## src/rtl/noisy_signal_if.sv

```systemverilog
// Sample stream bundle for noisy_signal_src: control inputs, ready/valid handshake and count.
// master is the generator side; slave is the controlling/consuming side.
interface noisy_signal_if;
  logic        enable;
  logic        noise_en;
  logic [15:0] phase_inc;
  logic        sample_ready;
  logic [15:0] noisy_signal;
  logic        sample_valid;
  logic [15:0] sample_count;

  modport master (
    input  enable, noise_en, phase_inc, sample_ready,
    output noisy_signal, sample_valid, sample_count
  );

  modport slave (
    output enable, noise_en, phase_inc, sample_ready,
    input  noisy_signal, sample_valid, sample_count
  );
endinterface

```

## src/rtl/noisy_signal_src.sv

```systemverilog
// Triangle-wave generator at half scale with optional Galois-LFSR noise, saturated to 16 bits,
// delivered over a ready/valid stream with an accepted-sample counter.
module noisy_signal_src #(
  parameter int unsigned NOISE_SHIFT = 4,
  parameter logic [15:0] LFSR_SEED   = 16'hACE1
) (
  input logic            clk,
  input logic            rst,
  noisy_signal_if.master bus
);

  logic [15:0] phase;
  logic [15:0] lfsr;
  logic [15:0] sample_q;
  logic        valid_q;
  logic [15:0] count_q;

  logic               load;
  logic               accept;
  logic [14:0]        tri_mag;
  logic signed [15:0] tri_w;
  logic signed [15:0] half;
  logic signed [15:0] noise;
  logic signed [16:0] sum;
  logic [15:0]        sat;
  logic [15:0]        lfsr_next;

  // A held sample can be replaced in the same edge it is consumed, giving one sample per clock.
  assign load   = bus.enable && (!valid_q || bus.sample_ready);
  assign accept = valid_q && bus.sample_ready;

  // NOTE: every signal gets a value on every path through always_comb, so no latch can be inferred.
  always_comb begin
    tri_mag   = phase[15] ? ~phase[14:0] : phase[14:0];
    tri_w     = $signed({tri_mag, 1'b0} ^ 16'h8000);
    half      = tri_w >>> 1;
    noise     = bus.noise_en ? ($signed(lfsr) >>> NOISE_SHIFT) : 16'sd0;
    sum       = {half[15], half} + {noise[15], noise};
    sat       = sum[15:0];
    // Top two bits disagree only when the 17-bit sum left the 16-bit range.
    if (sum[16] != sum[15]) sat = sum[16] ? 16'h8000 : 16'h7FFF;
    lfsr_next = {1'b0, lfsr[15:1]} ^ (lfsr[0] ? 16'hB400 : 16'h0000);
  end

  // NOTE: non-blocking assignments keep every register reading the pre-edge values of the others.
  always_ff @(posedge clk or posedge rst) begin
    if (rst) begin
      phase    <= 16'h0000;
      lfsr     <= LFSR_SEED;
      sample_q <= 16'h0000;
      valid_q  <= 1'b0;
      count_q  <= 16'h0000;
    end else begin
      if (load) begin
        sample_q <= sat;
        valid_q  <= 1'b1;
        phase    <= phase + bus.phase_inc;
        lfsr     <= lfsr_next;
      end else if (accept) begin
        valid_q  <= 1'b0;
      end
      if (accept) count_q <= count_q + 16'd1;
    end
  end

  assign bus.noisy_signal = sample_q;
  assign bus.sample_valid = valid_q;
  assign bus.sample_count = count_q;

endmodule

```

## src/flat_wrapper.sv

```systemverilog
// flat-port wrapper written by rule: the top's interface ports become plain ports
module noisy_signal_src_flat 
#(
  parameter int unsigned NOISE_SHIFT = 4,
  parameter logic [15:0] LFSR_SEED   = 16'hACE1
)
  (clk, rst, bus_enable, bus_noise_en, bus_phase_inc, bus_sample_ready, bus_noisy_signal, bus_sample_valid, bus_sample_count);
  noisy_signal_if bus_i ();
  input logic clk;
  input logic rst;
  input wire logic [$bits(bus_i.enable)-1:0] bus_enable;
  input wire logic [$bits(bus_i.noise_en)-1:0] bus_noise_en;
  input wire logic [$bits(bus_i.phase_inc)-1:0] bus_phase_inc;
  input wire logic [$bits(bus_i.sample_ready)-1:0] bus_sample_ready;
  output wire logic [$bits(bus_i.noisy_signal)-1:0] bus_noisy_signal;
  output wire logic [$bits(bus_i.sample_valid)-1:0] bus_sample_valid;
  output wire logic [$bits(bus_i.sample_count)-1:0] bus_sample_count;
  assign bus_i.enable = bus_enable;
  assign bus_i.noise_en = bus_noise_en;
  assign bus_i.phase_inc = bus_phase_inc;
  assign bus_i.sample_ready = bus_sample_ready;
  assign bus_noisy_signal = bus_i.noisy_signal;
  assign bus_sample_valid = bus_i.sample_valid;
  assign bus_sample_count = bus_i.sample_count;
  noisy_signal_src #(.NOISE_SHIFT(NOISE_SHIFT), .LFSR_SEED(LFSR_SEED)) u_core (.clk(clk), .rst(rst), .bus(bus_i));
endmodule
```

## config.mk

```make
export PLATFORM = sky130hd
export DESIGN_NAME = noisy_signal_src_flat
export DESIGN_NICKNAME = d
export VERILOG_FILES = /design/src/rtl/noisy_signal_if.sv /design/src/rtl/noisy_signal_src.sv /design/src/flat_wrapper.sv
export SDC_FILE = /design/constraint.sdc
export NUM_CORES = 1
export LEC_CHECK = 0
export ABC_CLOCK_PERIOD_IN_PS = 3800
export CELL_PAD_IN_SITES_DETAIL_PLACEMENT = 0
export CELL_PAD_IN_SITES_GLOBAL_PLACEMENT = 1
export CORE_ASPECT_RATIO = 1.75
export CORE_MARGIN = 3
export CORE_UTILIZATION = 40
export DETAILED_ROUTE_END_ITERATION = 12
export GPL_ROUTABILITY_DRIVEN = 1
export PLACE_DENSITY = 0.77
export SLEW_MARGIN = 30
export SYNTH_ARGS = -nofsm -noshare
export SYNTH_HDL_FRONTEND = slang
export SYNTH_SLANG_ARGS = --single-unit
```

## constraint.sdc

```tcl
create_clock -name clk -period 3.8 [get_ports clk]
set_input_delay 0.95 -clock clk [delete_from_list [all_inputs] [get_ports clk]]
set_output_delay 0.95 -clock clk [all_outputs]
set_load 0.05 [all_outputs]
```

==> results.cfg <==
[power]
power_mw = 4.91
power.leakage_nw = 2.40
max-vdd-ir-drop_uv = 475
powerDensity_nw_per_um2 = 912

[floorplan]
rows = 50
ios = 54
die_h_um = 145
die_w_um = 85.2
die-area_um2 = 12300
initial_core_util_pct = 41.0
core_area_um2 = 10700

[worst_hold_path]
whs_path_depth = 2
hold_class = reg2reg

[setup_path]
critical_path.max_fanout = 12
r2r_start = u_core.phase[15]
worstSetupStartpoint = bus_noise_en
worstPathCellList = clkdlybuf4s50_1, and2_1, ha_1, a21oi_1, o21ai_0, nand3_1, a41oi_1, buf_4, o21ai_1, o21ai_0
arrival_ps = 3580
crit_top_cell = o21ai_0
ff2ff_setup_slack_ps = 840
end_kind = register
critPathCapture = u_core.bus.noisy_signal[8]
slowest_stage = clkdlybuf4s50_1
cpPeakStageDelay_ps = 570
r2r_cells = 10
path_class = in2reg
crit_required_ps = 3990
regToRegEndpoint = u_core.bus.noisy_signal[8]
cp-start-kind = input port

[cts]
root_buffer = clkbuf_16
numCtsBuffers = 9
clkTransAtPathRegs_ps = 60
clock_latency_ps = 330
cts_setup_buffers = 0
clockBufferDepth = 2
clkSinkCount = 65
cts_hold_buf = 0
htreeDepth = 3
cts_tree = yes
cts_resized = 0

[run]
maxCapViolations = 0

[synthesis]
synth_common_cells = nand2_1 (96), dfrtp_1 (57), o21ai_0 (40)
synth_top_area_share_pct = 32.5
synthCells = 505
synth_area_leader_cell = dfrtp_1
netlist_top_cells_area = dfrtp_1 (32%), ha_1 (8.8%), nand2_1 (8.2%)
ys_warn_count = 0
syn-num-nets = 559
avgSynthCellArea_um2 = 8.69
ys_dominant_reg_cell = dfrtp_1
netlist_area_um2 = 4390
synth_edf_count = 0
synth_cell_type_count = 55
yosysMostFrequentCell = nand2_1
ys_seq_elements = 65
yosysSeqAreaShare_pct = 37.3
async_reset_ff_share_pct = 100

[cells_and_area]
layout-drive-gt1-share_pct = 8.35
fin_area_um2 = 5380
layout.nets = 612
nFillCells = 1019
syn_to_final_growth_pct = 22.6
final_cells = 693
diodes = 0
post-route-util_pct = 50.3

[sta]
maxSlewViolCount = 0
final-setup-viol-count = 0
finClkSkew_ps = 7.10
hold_viol = 0
finalCriticalPeriod_ps = 3380
slew_headroom_pct = 49.6
fmax_ghz = 0.296
holdWs_ps = 460
rsz0062_at_grt = no
fin_crit_sh_pct = 89.0
setup_tns_ps = 0
setup_slack_ps = 417
worst_pin_slew_ps = 756

[placement]
dp_hpwl_um = 7920
detailedPlace.worstSlack_ps = 17.1
portBuffers = 53
dp.cells = 677
dpl_cell_area_um2 = 5090
gp_congestion = 0.846

[drt]
wl_um = 10200
num_vias = 3761
wl_per_cell_um = 14.7
drc = 0
ant_nets = 0
avgViaCountPerCell = 5.43
drt-initial-drc-count = 221
dr.pass1.iters = 5

[grt]
antenna_found_initial = 0
grtUsageTotal_pct = 17.2
grt.overflow.total = 0
grt_max_degree = 42
grt_pass1_wl_um = 17000
grt_pass1_vias = 3622

[outcome]
run_status = completed
-- worst min-delay path by stage --
stage / startpoint / end
finish: u_core.lfsr[6] / u_core.lfsr[5]
global route: u_core.lfsr[15] / u_core.lfsr[15]
CTS: u_core.lfsr[6] / u_core.lfsr[5]
detailed placement: u_core.lfsr[6] / u_core.lfsr[5]
global placement: u_core.lfsr[7] / u_core.lfsr[6]
floorplan: u_core.lfsr[2] / u_core.lfsr[1]
-- final cells by class --
type	count	area (um^2)	share of cell area [%]
Multi-Input combinational cell	401	2600	48.3
Sequential cell	65	1640	30.4
Timing Repair Buffer	64	626	11.6
Clock buffer	9	225	4.18
Tap cell	130	163	3.02
Clock inverter	7	71.3	1.32
Inverter	17	63.8	1.19
-- layer usage --
metal / routed length (um) / GRT usage (%) / share of wire (%)
met1: 4110 / 19.2 / 40
met4: 415 / 8.17 / 4.1
met5: 0 / 0 / 0
met2: 5380 / 31.2 / 53
met3: 303 / 3.08 / 3.0
-- critical path, delay by kind of cell --
family | cells | cell delay (ps)
fa+ha+maj | 1 | 440
simple gates | 2 | 420
compound gates | 5 | 970
buf+inv | 2 | 770
-- sequential cells by signal, summed over array words and instances, names as in the netlist --
register / cells
u_core.lfsr: 16
u_core.bus.noisy_signal: 16
u_core.bus.sample_count: 16
u_core.bus.sample_valid: 1
u_core.phase: 16
-- cells in the final DEF, fill, tap and decap left out, types with 4 or more instances in the layout --
cell type / n
nand2_1: 95
dfrtp_1: 57
clkdlybuf4s50_1: 53
o21ai_0: 40
a21oi_1: 33
ha_1: 31
xor2_1: 24
xnor2_1: 23
inv_1: 16
nor2_1: 16
and2_1: 15
nand4_1: 13
nand3_1: 12
a21o_1: 10
buf_4: 10
clkbuf_16: 9
dfstp_2: 8
a211oi_1: 7
nor3_1: 6
nand2b_1: 6
o21a_1: 5
o21ai_1: 5
o31ai_1: 4
o21bai_1: 4
o211ai_1: 4
-- cell families after synthesis --
| logic type | count (synthesis) | synth area share (%) |
|---|---|---|
| and+or+nand+nor | 179 | 18.8 |
| AOI/OAI and AO/OA | 138 | 20.1 |
| DFF | 65 | 37.3 |
| xor gates and xnor gates | 47 | 9.38 |
| buffers and inverters | 39 | 3.62 |
| adders and majority gates | 33 | 9.75 |
| muxes | 4 | 0.997 |
-- where the power goes --
| group | internal [mW] | total [mW] | switching [mW] | leakage, nW |
|---|---|---|---|---|
| clock | 0.505 | 0.804 | 0.299 | 0.137 |
| sequential | 0.972 | 1.21 | 0.236 | 0.802 |
| combinational | 1.13 | 2.89 | 1.77 | 1.46 |
| total | 2.60 | 4.91 | 2.30 | 2.40 |
No activity file was read; power rests on OpenSTA's default activity.
